==> src/rtl/wb_commit_arbiter.sv <==
`default_nettype none
// ============================================================================
// Module   : wb_commit_arbiter
// Purpose  : Shares the single GPR write port between the execute unit
//            (ALU/CSR results) and the load/store unit (load returns).
//            Emits one registered commit record per retired instruction and
//            halts the core when an ebreak from the execute unit commits.
//            Fixed priority favours LSU; a saturating starvation counter
//            hands priority to EXU after STARVE_LIMIT stalled cycles.
// Ports    : clk, rst                - clock, asynchronous active-high reset
//            exu_* / lsu_*           - valid/ready write-back requests
//            exu_break               - EXU instruction is ebreak
//            rf_wen/waddr/wdata      - register-file write port (registered)
//            commit_valid/pc/inst    - commit trace record (registered)
//            halt                    - sticky halt after ebreak commit
// Revision : 1.0 - initial release
// ============================================================================
module wb_commit_arbiter #(
    parameter int XLEN         = 64,
    parameter int STARVE_LIMIT = 4     // legal range 1..15 (4-bit counter)
) (
    input  logic            clk,
    input  logic            rst,

    input  logic            exu_valid,
    output logic            exu_ready,
    input  logic [4:0]      exu_rd,
    input  logic            exu_wen,
    input  logic [XLEN-1:0] exu_data,
    input  logic [XLEN-1:0] exu_pc,
    input  logic [31:0]     exu_inst,
    input  logic            exu_break,

    input  logic            lsu_valid,
    output logic            lsu_ready,
    input  logic [4:0]      lsu_rd,
    input  logic            lsu_wen,
    input  logic [XLEN-1:0] lsu_data,
    input  logic [XLEN-1:0] lsu_pc,
    input  logic [31:0]     lsu_inst,

    output logic            rf_wen,
    output logic [4:0]      rf_waddr,
    output logic [XLEN-1:0] rf_wdata,
    output logic            commit_valid,
    output logic [XLEN-1:0] commit_pc,
    output logic [31:0]     commit_inst,
    output logic            halt
);

    localparam logic [3:0] c_starve_limit = 4'(STARVE_LIMIT);

    typedef enum logic [0:0] {
        ST_RUN  = 1'b0,
        ST_HALT = 1'b1
    } state_t;

    state_t            r_state;
    logic              r_halt;
    logic [3:0]        r_starve_cnt;

    logic              r_rf_wen;
    logic [4:0]        r_rf_waddr;
    logic [XLEN-1:0]   r_rf_wdata;
    logic              r_commit_valid;
    logic [XLEN-1:0]   r_commit_pc;
    logic [31:0]       r_commit_inst;

    logic              w_limit_hit;
    logic              w_exu_grant;
    logic              w_lsu_grant;
    logic              w_xfer;
    logic [4:0]        w_sel_rd;
    logic              w_sel_wen;
    logic [XLEN-1:0]   w_sel_data;
    logic [XLEN-1:0]   w_sel_pc;
    logic [31:0]       w_sel_inst;

    // ------------------------------------------------------------------
    // Grant: starved EXU first, then LSU, then EXU. Nothing is granted
    // once halted. Each grant is also the requester's ready.
    // ------------------------------------------------------------------
    assign w_limit_hit = (r_starve_cnt == c_starve_limit);
    assign w_exu_grant = exu_valid & ~r_halt & (w_limit_hit | ~lsu_valid);
    assign w_lsu_grant = lsu_valid & ~r_halt & ~(exu_valid & w_limit_hit);
    assign w_xfer      = w_exu_grant | w_lsu_grant;

    assign exu_ready = w_exu_grant;
    assign lsu_ready = w_lsu_grant;

    always_comb begin
        w_sel_rd   = lsu_rd;
        w_sel_wen  = lsu_wen;
        w_sel_data = lsu_data;
        w_sel_pc   = lsu_pc;
        w_sel_inst = lsu_inst;
        if (w_exu_grant) begin
            w_sel_rd   = exu_rd;
            w_sel_wen  = exu_wen;
            w_sel_data = exu_data;
            w_sel_pc   = exu_pc;
            w_sel_inst = exu_inst;
        end
    end

    // ------------------------------------------------------------------
    // Starvation counter: counts consecutive cycles EXU waits. Any cycle
    // where EXU is either idle or accepted restarts the count.
    // ------------------------------------------------------------------
    always_ff @(posedge clk or posedge rst) begin
        if (rst) begin
            r_starve_cnt <= 4'd0;
        end else if (exu_valid && !w_exu_grant) begin
            if (r_starve_cnt != c_starve_limit)
                r_starve_cnt <= r_starve_cnt + 4'd1;
        end else begin
            r_starve_cnt <= 4'd0;
        end
    end

    // ------------------------------------------------------------------
    // Output register. Strobes drop when idle; payload fields keep the
    // last committed values so the trace does not toggle needlessly.
    // ------------------------------------------------------------------
    always_ff @(posedge clk or posedge rst) begin
        if (rst) begin
            r_rf_wen       <= 1'b0;
            r_rf_waddr     <= 5'd0;
            r_rf_wdata     <= '0;
            r_commit_valid <= 1'b0;
            r_commit_pc    <= '0;
            r_commit_inst  <= 32'd0;
        end else if (w_xfer) begin
            r_rf_wen       <= w_sel_wen & (w_sel_rd != 5'd0);  // x0 is never written
            r_rf_waddr     <= w_sel_rd;
            r_rf_wdata     <= w_sel_data;
            r_commit_valid <= 1'b1;
            r_commit_pc    <= w_sel_pc;
            r_commit_inst  <= w_sel_inst;
        end else begin
            r_rf_wen       <= 1'b0;
            r_commit_valid <= 1'b0;
        end
    end

    // ------------------------------------------------------------------
    // Halt FSM. The halt flag is loaded on the same edge as the ebreak's
    // commit record so both become visible together; only reset exits.
    // ------------------------------------------------------------------
    always_ff @(posedge clk or posedge rst) begin
        if (rst) begin
            r_state <= ST_RUN;
            r_halt  <= 1'b0;
        end else begin
            case (r_state)
                ST_RUN: begin
                    if (w_exu_grant && exu_break) begin
                        r_state <= ST_HALT;
                        r_halt  <= 1'b1;
                    end
                end
                ST_HALT: begin
                    r_halt <= 1'b1;
                end
                default: begin
                    r_state <= ST_RUN;
                    r_halt  <= 1'b0;
                end
            endcase
        end
    end

    assign rf_wen       = r_rf_wen;
    assign rf_waddr     = r_rf_waddr;
    assign rf_wdata     = r_rf_wdata;
    assign commit_valid = r_commit_valid;
    assign commit_pc    = r_commit_pc;
    assign commit_inst  = r_commit_inst;
    assign halt         = r_halt;

endmodule
`default_nettype wire

==> config.mk <==
export PLATFORM = sky130hd
export DESIGN_NAME = wb_commit_arbiter
export DESIGN_NICKNAME = d
export VERILOG_FILES = /design/src/rtl/wb_commit_arbiter.sv
export SDC_FILE = /design/constraint.sdc
export NUM_CORES = 1
export LEC_CHECK = 0
export BUFFER_PORTS_ARGS = -buffer_cell sky130_fd_sc_hd__clkbuf_2
export CAP_MARGIN = 25
export CORE_AREA = 2 2 197 199
export DETAILED_ROUTE_END_ITERATION = 8
export DIE_AREA = 0 0 199 201
export SLEW_MARGIN = 15
export SYNTH_ARGS = -nofsm -noshare
export SYNTH_HDL_FRONTEND = slang
export SYNTH_SLANG_ARGS = --single-unit
==> constraint.sdc <==
create_clock -name clk -period 6.8 [get_ports clk]
set_clock_uncertainty 0.1 [all_clocks]
set_input_delay 1.02 -clock clk [delete_from_list [all_inputs] [get_ports clk]]
set_output_delay 1.02 -clock clk [all_outputs]
set_load 0.02 [all_outputs]
==> results of run 1 <==
-- cell families (layout without fill, tap and decap cells) --
group,count (synthesis),in the layout
buf+inv,62,553
flops,173,173
fa+ha+maj,2,2
xor+xnor,1,1
mux,2,2
simple gates,173,173
compound gates,182,182
-- flip-flops by register name (all words and copies together) (netlist names) --
register	cells
halt	1
commit_inst	32
rf_wen	1
r_state	1
commit_valid	1
commit_pc	64
rf_wdata	64
r_starve_cnt	4
rf_waddr	5
-- Yosys cell counts (3+ instances only) --
cell type    n
clkbuf_1    27
o221a_2     70
o21ai_0      3
inv_1        7
dfrtp_1    173
buf_2       15
o2111a_1     5
buf_6       11
nand3_1      3
nand2b_1   152
o221a_1     90
a221o_1      5
or2b_1      10
-- worst max-delay path, delay by kind of cell, from the launching register on --
family                   cells  cell delay [ns]
flip-flops                   1             0.40
AO/OA/AOI/OAI                1             0.22
adder cells (fa/ha/maj)      1             0.27
AND/OR/NAND/NOR              1             0.15
buffers and inverters        3             0.59
-- stage by stage --
stage | instances | instance area (µm²) | utilization | total power, mW
2_1_floorplan | 595 | 7820 | - | 2.32
3_3_place_gp | 1572 | 10800 | 0.283 | 2.83
3_5_place_dp | 1572 | 10800 | 0.283 | 2.84
4_1_cts | 1604 | 11400 | 0.299 | 3.90
5_1_grt | 1604 | 11400 | 0.299 | 4.08
6_report | 1604 | 11400 | 0.299 | 3.85
-- cell type report --
type / instances / area (µm²) / area share
sequential: 173 / 4330 / 0.380
clock inverter: 13 / 165 / 0.0145
inverter: 8 / 35.0 / 0.00307
timing repair buffer: 513 / 2600 / 0.228
tap: 518 / 648 / 0.0569
clock buffer: 19 / 443 / 0.0389
multi-input combinational: 360 / 3180 / 0.279
-- report_power, final --
group	switching [mW]	internal, mW
combinational	0.714	0.629
clock	0.435	0.589
sequential	0.159	1.32
-- worst max-delay path by stage --
stage,slack [ns],to,startpoint,depth (start not counted)
after floorplan,0.99,commit_inst[0]$_DFFE_PP0P_,rst,1
after global placement,3.66,exu_ready,lsu_valid,4
after detailed placement,3.64,exu_ready,lsu_valid,4
after CTS,3.56,exu_ready,r_starve_cnt[0]$_DFFE_PP0P_,6
after global routing,3.45,exu_ready,r_starve_cnt[0]$_DFFE_PP0P_,6
final,3.60,exu_ready,r_starve_cnt[0]$_DFFE_PP0P_,6
-- routing by layer --
layer | vias up | share of wire | GRT usage | wire length [µm]
met5 | - | 0.00049 | 0 | 13
met4 | 2 | 0.028 | 0.0581 | 762
met3 | 44 | 0.093 | 0.0472 | 2490
met2 | 373 | 0.46 | 0.208 | 12400
met1 | 3383 | 0.41 | 0.159 | 11100
li1 | 3257 | - | - | -
==> results.sh, run 1 <==
export IMPL_final_net_count=1412
export IMPL_worst_slack_ns=3.60
export IMPL_cts_max_level=4
export IMPL_drc=0
export IMPL_p_leak_nw=5.45
export IMPL_drtPass1Iterations=4
export IMPL_final_max_slew_viol_count=0
export IMPL_gp_congestion=0.824
export IMPL_cts_sinks=173
export IMPL_rsz0062_at_grt="no"
export IMPL_worst_hold_slack_ns=0.362
export IMPL_fp_dieH_um=201
export IMPL_cts_max_path_buffers=2
export IMPL_netlist_instances=595
export IMPL_port_buffers=506
export IMPL_post_dp_hpwl_mm=19.3
export IMPL_clk_pin_slew_ns=0.06
export IMPL_min_from="r_state$_DFF_PP0_"
export IMPL_ioPinCount=507
export IMPL_grt_pass1_vias=7180
export IMPL_num_antenna_cells=0
export IMPL_synthSimpleGateAreaFrac=0.142
export IMPL_drive_gt1_frac=0.570
export IMPL_pre_cts_ws_ns=3.64
export IMPL_synth_distinct_cells=32
export IMPL_cp_required_ns=5.68
export IMPL_syn_nets=934
export IMPL_final_hold_viol_count=0
export IMPL_synth_xor_area_frac=0.00112
export IMPL_synthAdderAreaFrac=0.00320
export IMPL_synth_top_area_share=0.553
export IMPL_via_per_inst=4.40
export IMPL_ant_nets=0
export IMPL_postCtsHoldBufs=0
export IMPL_slew_headroom=0.269
export IMPL_track_usage=0.131
export IMPL_routedWlPerCell_um=16.7
export IMPL_whs_endpoint="r_state$_DFF_PP0_"
export IMPL_synth_edf_count=0
export IMPL_max_stage_delay_ns=0.40
export IMPL_reg2reg_depth=6
export IMPL_die_w_um=199
export IMPL_reg2reg_slack_ns=4.34
export IMPL_post_cts_resized=0
export IMPL_ir_worst_vdd_mv=0.138
export IMPL_wirelength_mm=26.8
export IMPL_clkLatencyLatePin_ns=0.44
export IMPL_vias=7059
export IMPL_grt_overflow_total=0
export IMPL_synth_avg_cell_area_um2=13.1
export IMPL_holdPathStages=1
export IMPL_muxShareOfSynthArea=0.00256
export IMPL_crit_path_end_kind="output port"
export IMPL_reg2reg_from="r_starve_cnt[0]$_DFFE_PP0P_"
export IMPL_critPathMaxFanout=14
export IMPL_start_kind="register"
export IMPL_critPathKind="reg2out"
export IMPL_cts_made_buffers=17
export IMPL_grt_pass1_wl_mm=40.5
export IMPL_first_iter_violations=332
export IMPL_synth_area_leaders="dfrtp_1 (55%), o221a_1 (13%), nand2b_1 (12%), o221a_2 (10%), buf_6 (1.6%)"
export IMPL_status="complete, no violations"
export IMPL_cap_viol_max_count=0
export IMPL_async_reset_ff_frac=1.00
export IMPL_fmax_mhz=313
export IMPL_netlist_area_um2=7820
export IMPL_core_area_um2=38100
export IMPL_regToRegEndpoint="rf_wdata[12]$_DFFE_PP0P_"
export IMPL_ys_ff_latch=173
export IMPL_synth_ff_type="dfrtp_1"
export IMPL_power_density_nw_per_um2=337
export IMPL_start_util=0.205
export IMPL_cts_tree="done"
export IMPL_rows=72
export IMPL_min_period_ns=3.20
export IMPL_final_cell_mix="clkbuf_2 (506), dfrtp_1 (173), nand2b_1 (152)"
export IMPL_synth_compound_area_frac=0.255
export IMPL_postCtsSetupBuffers=0
export IMPL_yosys_area_top_type="dfrtp_1"
export IMPL_cts_root_buf="clkbuf_16"
export IMPL_seq_area_frac_synth=0.553
export IMPL_syn_to_final_growth_pct=45.7
export IMPL_tightestPinTransition_ns=1.10
export IMPL_hold_path_class="reg2reg"
export IMPL_fillers=3972
export IMPL_grt_max_degree=164
export IMPL_setup_tns_final_ns=0
export IMPL_critPathSlowestCell="dfrtp_1"
export IMPL_fin_crit_sh=0.470
export IMPL_path_cells="inv_1 -> ha_1 -> nand3b_4 -> a21o_4 -> clkinv_1 -> clkbuf_2"
export IMPL_critPathArrivalTime_ns=2.08
export IMPL_antenna_found_initial=1
export IMPL_synth_top_family_by_area="compound AO/OA/AOI/OAI gates"
export IMPL_setup_viol=0
export IMPL_yosysWarnings=0
export IMPL_final_common_cell="clkbuf_2"
export IMPL_die_area_um2=40000
Power figures use the tool's default switching activity.
==> run 2: changes to the inputs <==
ABC_AREA = 1   (was not set)
CORE_AREA = 2 2 198 200   (was 2 2 197 199)
DIE_AREA = 0 0 200 202   (was 0 0 199 201)
clock period = 2.66 ns   (was 6.8 ns; I/O delays follow)
==> run 2 against run 1 <==
Sequential share of layout area up 0.39 points. Sequential power rose to 2.7 times the previous value. Wire length up 15%. Cell count up 13%. Clock power rose to 2.6 times the previous value. Sequential cell count unchanged. Core utilization down 0.44 points. Combinational power up 140%.
==> results.sh, run 2 <==
export IMPL_status="complete, no violations"
export IMPL_synth_ff_type="dfrtp_1"
export IMPL_syn_nets=1130
export IMPL_yosys_area_top_type="dfrtp_1"
export IMPL_netlist_instances=791
export IMPL_synth_distinct_cells=27
export IMPL_yosysWarnings=0
export IMPL_drtPass1Iterations=4
export IMPL_reg2reg_slack_ns=0.51
export IMPL_final_hold_viol_count=0
export IMPL_async_reset_ff_frac=1.00
export IMPL_cts_max_level=4
export IMPL_grt_max_degree=86
export IMPL_netlist_area_um2=7490
export IMPL_seq_area_frac_synth=0.578
export IMPL_slew_headroom=0.463
export IMPL_critPathMaxFanout=31
export IMPL_start_kind="register"
export IMPL_worst_slack_ns=0.228
export IMPL_wirelength_mm=30.9
export IMPL_track_usage=0.148
export IMPL_pwr_share_comb=0.323
export IMPL_syn_to_final_growth_pct=50.6
export IMPL_fmax_mhz=411
export IMPL_sequentialPowerShare=0.406
export IMPL_gp_congestion=0.885
export IMPL_grt_overflow_total=0
export IMPL_ioPinCount=507
export IMPL_drc=0
export IMPL_fin_util=0.295
export IMPL_die_w_um=200
export IMPL_cp_required_ns=2.16
export IMPL_first_iter_violations=313
export IMPL_post_synth_top_count_cell="dfrtp_1"
export IMPL_final_max_slew_viol_count=0
export IMPL_die_area_um2=40400
export IMPL_via_per_inst=4.47
export IMPL_vias=8069
export IMPL_holdPathStages=3
export IMPL_grt_pass1_wl_mm=45.2
export IMPL_p_int_mw=6.10
export IMPL_switching_power_mw=3.74
export IMPL_final_common_cell="clkbuf_2"
export IMPL_place_inst=1771
export IMPL_tightestPinTransition_ns=0.803
export IMPL_critPathKind="reg2out"
export IMPL_clk_pin_slew_ns=0.07
export IMPL_setup_tns_final_ns=0
export IMPL_routedWlPerCell_um=17.1
export IMPL_clkPwrFrac=0.271
export IMPL_p_sw_frac=0.380
export IMPL_min_from="lsu_inst[8]"
export IMPL_setup_viol=0
export IMPL_cts_root_buf="clkbuf_16"
export IMPL_cts_max_path_buffers=2
export IMPL_worst_hold_slack_ns=0.0931
export IMPL_whs_endpoint="commit_inst[8]$_DFFE_PP0P_"
export IMPL_synth_edf_count=0
export IMPL_synth_common_cells="dfrtp_1 (173), nor2_1 (169), nor3_1 (160), o22ai_1 (160), buf_2 (45)"
export IMPL_critPathArrivalTime_ns=1.93
export IMPL_antenna_found_initial=3
export IMPL_grt_pass1_vias=8060
export IMPL_rows=72
export IMPL_ys_ff_latch=173
export IMPL_synth_top_area_share=0.578
export IMPL_cap_viol_max_count=0
export IMPL_port_buffers=506
export IMPL_start_util=0.196
export IMPL_crit_path_end_kind="output port"
export IMPL_postCtsSetupBuffers=0
export IMPL_drive_gt1_frac=0.447
export IMPL_final_cell_mix="clkbuf_2 (506), dfrtp_1 (173), nor2_1 (169)"
export IMPL_p_leak_nw=5.36
export IMPL_regToRegEndpoint="commit_inst[28]$_DFFE_PP0P_"
export IMPL_ant_nets=0
export IMPL_ir_worst_vdd_mv=0.466
export IMPL_rsz0062_at_grt="no"
export IMPL_reg2reg_from="r_starve_cnt[0]$_DFFE_PP0P_"
export IMPL_synth_area_leaders="dfrtp_1 (58%), o22ai_1 (13%), nor3_1 (11%), nor2_1 (8.5%), buf_2 (3.0%)"
export IMPL_core_area_um2=38300
export IMPL_post_dp_hpwl_mm=23.3
export IMPL_final_net_count=1612
export IMPL_reg2reg_depth=8
export IMPL_power_density_nw_per_um2=872
export IMPL_cts_tree="done"
export IMPL_fin_cells=1805
export IMPL_pre_cts_ws_ns=0.466
export IMPL_fin_crit_sh=0.914
export IMPL_hold_path_class="in2reg"
export IMPL_synth_avg_cell_area_um2=9.47
export IMPL_fp_dieH_um=202
export IMPL_min_period_ns=2.43
export IMPL_clkLatencyLatePin_ns=0.44
export IMPL_cts_made_buffers=17
export IMPL_cts_sinks=173
## run 2: cell count changes in the layout (fill, tap and decap cells not counted), sizes merged, moves of 9 or more
| cell | previous run | this run |
|---|---|---|
| nor2 | 0 | 170 |
| o221a | 160 | 0 |
| o22ai | 0 | 160 |
| nor3 | 1 | 160 |
| nand2b | 152 | 0 |
| buf | 7 | 27 |
| nand2 | 1 | 14 |
| or2b | 10 | 0 |
| inv | 9 | 18 |
## run 2: stage by stage
step,area (µm²),power [mW]
after CTS,11300,9.98
after detailed placement,10700,7.23
after floorplan,7500,5.70
final,11300,9.83
after global placement,10700,7.18
after global routing,11300,10.4
## run 2: final cells by class
class | count | area, µm²
fill | 4144 | 27000
sequential | 173 | 4330
timing repair buffer | 534 | 2900
multi-input combinational | 531 | 2720
tap | 518 | 648
clock buffer | 18 | 429
clock inverter | 14 | 184
inverter | 16 | 76.3
antenna | 1 | 2.50
## run 2: what timing repair did
| item | 4_1_cts | 5_1_grt |
|---|---|---|
| setup endpoints to repair | 0 | 1 |
| hold endpoints to repair | 15 | 0 |
| resized for setup | 0 | 2 |
| hold buffers | 1 | 0 |
## run 2: how the worst max path moves through the flow
stage                                start                    endpoint  slack, ns  depth (start not counted)
2_1_floorplan                          rst  commit_inst[0]$_DFFE_PP0P_      -0.05                          1
3_3_place_gp   r_starve_cnt[0]$_DFFE_PP0P_    rf_wdata[59]$_DFFE_PP0P_       0.55                          8
3_5_place_dp   r_starve_cnt[0]$_DFFE_PP0P_  commit_inst[1]$_DFFE_PP0P_       0.47                          8
4_1_cts        r_starve_cnt[0]$_DFFE_PP0P_                   exu_ready       0.05                          7
5_1_grt        r_starve_cnt[0]$_DFFE_PP0P_                   exu_ready       0.05                          7
6_report       r_starve_cnt[0]$_DFFE_PP0P_                   exu_ready       0.23                          7
## run 2: layer usage
metal | part of all wire | vias up | wire [µm] | track usage
met5 | 0.00074 | - | 23 | 0
met4 | 0.042 | 4 | 1300 | 0.0757
met3 | 0.088 | 47 | 2730 | 0.0491
met2 | 0.47 | 416 | 14600 | 0.249
met1 | 0.40 | 3796 | 12300 | 0.167
li1 | - | 3806 | - | -
## run 2: critical path: stages, from the launching register on
cell	delay (ns)
dfrtp_1	0.41
inv_1	0.08
ha_1	0.19
nand3_2	0.11
nand2_2	0.17
nand2_8	0.14
clkinv_8	0.18
clkbuf_2	0.20
## run 2: logic make-up after synthesis
logic type / after synthesis / share of synthesized area
compound gates: 172 / 0.143
xor+xnor: 2 / 0.00234
fa+ha+maj: 2 / 0.00334
buf+inv: 87 / 0.0633
flops: 173 / 0.578
simple gates: 355 / 0.211
## run 2: power by group through the flow
stage                     registers, mW  clock network (mW)  logic (mW)
final                              3.99                2.66        3.18
after global routing               4.09                2.87        3.46
after CTS                          3.99                2.77        3.22
after detailed placement           4.01                   0        3.22
after global placement             4.01                   0        3.17
after floorplan                    4.90                   0       0.804
==> run 3: changes to the inputs <==
CORE_AREA = 3 3 199 201   (was 2 2 198 200)
DIE_AREA = 0 0 202 204   (was 0 0 200 202)
==> run 3 against run 2 <==
Core utilization rose by 0.25 points. First-iteration DRC count fell by 6.1%. Cell count decreased by 0.22%. Die area rose by 2.0%. Largest power group unchanged.
==> results.sh, run 3 (synthesis results as in run 2) <==
export IMPL_holdPathStages=3
export IMPL_critPathKind="reg2out"
export IMPL_slew_headroom=0.470
export IMPL_status="complete, no violations"
export IMPL_wirelength_mm=31.4
export IMPL_post_dp_hpwl_mm=24.2
export IMPL_reg2reg_depth=8
export IMPL_drive_gt1_frac=0.446
export IMPL_reg2reg_from="r_starve_cnt[0]$_DFFE_PP0P_"
export IMPL_fin_cells=1801
export IMPL_antenna_found_initial=2
export IMPL_max_stage_delay_ns=0.42
export IMPL_port_buffers=506
export IMPL_post_cts_resized=0
export IMPL_p_leak_nw=5.35
export IMPL_cp_startpoint="r_starve_cnt[0]$_DFFE_PP0P_"
export IMPL_setup_tns_final_ns=0
export IMPL_tightestPinTransition_ns=0.796
export IMPL_first_iter_violations=294
export IMPL_power_density_nw_per_um2=850
export IMPL_grt_overflow_total=0
export IMPL_die_area_um2=41200
export IMPL_grt_pass1_vias=8288
export IMPL_grt_max_degree=81
export IMPL_critPathSlowestCell="dfrtp_1"
export IMPL_cts_sinks=173
export IMPL_fin_crit_sh=0.935
export IMPL_cap_viol_max_count=0
export IMPL_postCtsSetupBuffers=0
export IMPL_fp_dieH_um=204
export IMPL_drc=0
export IMPL_reg2reg_slack_ns=0.39
export IMPL_start_util=0.198
export IMPL_postLayoutCellArea_um2=11200
export IMPL_postCtsHoldBufs=1
export IMPL_final_cell_mix="clkbuf_2 (506), dfrtp_1 (173), nor2_1 (169)"
export IMPL_vias=8088
export IMPL_ir_worst_vdd_mv=0.357
export IMPL_num_antenna_cells=0
export IMPL_gp_congestion=0.830
export IMPL_ioPinCount=507
export IMPL_clkLatencyLatePin_ns=0.44
export IMPL_cts_max_path_buffers=2
export IMPL_cts_max_level=4
export IMPL_routedWlPerCell_um=17.5
export IMPL_critPathMaxFanout=18
export IMPL_die_w_um=202
export IMPL_path_cells="inv_1 -> ha_1 -> nand3_2 -> nand2_2 -> nand2_8 -> inv_6 -> clkbuf_2"
export IMPL_cp_required_ns=2.16
export IMPL_grt_pass1_wl_mm=46.9
export IMPL_min_from="lsu_pc[2]"
export IMPL_place_area_um2=10700
export IMPL_cts_root_buf="clkbuf_16"
export IMPL_final_max_slew_viol_count=0
export IMPL_cts_made_buffers=17
export IMPL_cts_tree="done"
export IMPL_rsz0062_at_grt="no"
export IMPL_clk_pin_slew_ns=0.07
export IMPL_track_usage=0.147
export IMPL_min_period_ns=2.49
export IMPL_syn_to_final_growth_pct=49.7
export IMPL_place_inst=1770
export IMPL_start_kind="register"
export IMPL_rows=71
export IMPL_final_net_count=1618
export IMPL_final_hold_viol_count=0
export IMPL_crit_path_end_kind="output port"
export IMPL_final_common_cell="clkbuf_2"
export IMPL_critPathArrivalTime_ns=1.99
export IMPL_ant_nets=0
export IMPL_drtPass1Iterations=4
export IMPL_core_area_um2=37800
export IMPL_fmax_mhz=402
export IMPL_setup_viol=0
export IMPL_via_per_inst=4.49
export IMPL_hold_path_class="in2reg"
[run 3: cell types whose count changed in the layout (fill, tap and decap cells not counted), moves of 2 or more]
cell | before | now
clkbuf_1 | 1 | 5
clkbuf_8 | 0 | 2
inv_8 | 2 | 0
clkinv_4 | 3 | 1
bufinv_16 | 3 | 1
buf_4 | 15 | 22
[run 3: area by class of cell]
type / count / area [µm²]
multi-input combinational: 531 / 2720
clock buffer: 24 / 472
fill: 4052 / 26500
sequential: 173 / 4330
timing repair buffer: 540 / 2930
tap: 511 / 639
clock inverter: 6 / 63.8
inverter: 16 / 68.8
[run 3: path summary, 6_finish.rpt]
check | endpoint
setup / recovery | exu_ready
hold / removal | commit_pc[2]$_DFFE_PP0P_
setup reg to reg | rf_wdata[28]$_DFFE_PP0P_
hold reg to reg | r_state$_DFF_PP0_
max in group asynchronous | rf_wdata[40]$_DFFE_PP0P_
min in group asynchronous | commit_pc[16]$_DFFE_PP0P_
[run 3: report_power, final]
part | switching, mW | leakage [nW] | internal (mW)
combinational | 2.03 | 3.17 | 1.15
sequential | 0.527 | 1.92 | 3.44
clock | 1.05 | 0.256 | 1.33
total | 3.61 | 5.35 | 5.92
[run 3: stage by stage]
| stage | power [mW] | util | hold WS, ns | setup WS, ns |
|---|---|---|---|---|
| finish | 9.54 | 0.297 | 0.100 | 0.174 |
| global route | 10.1 | 0.297 | 0.0706 | 0.0395 |
| CTS | 9.71 | 0.297 | 0.0538 | 0.103 |
| detailed placement | 7.24 | 0.283 | 0.338 | 0.391 |
| global placement | 7.19 | 0.283 | 0.343 | 0.479 |
| floorplan | 5.70 | - | 0.326 | -0.0497 |
[run 3: worst max-delay path: cells and delay by family (launching register included)]
| kind | cells | cell delay [ns] |
|---|---|---|
| AND/OR/NAND/NOR | 3 | 0.41 |
| adder cells (fa/ha/maj) | 1 | 0.18 |
| flip-flops | 1 | 0.42 |
| buffers and inverters | 3 | 0.54 |
[run 3: routing by layer]
| metal | global-route usage | share of wire | vias up |
|---|---|---|---|
| li1 | - | - | 3826 |
| met1 | 0.169 | 0.39 | 3780 |
| met2 | 0.255 | 0.49 | 442 |
| met3 | 0.0436 | 0.083 | 36 |
| met4 | 0.0625 | 0.030 | 4 |
| met5 | 0 | 0.0011 | - |
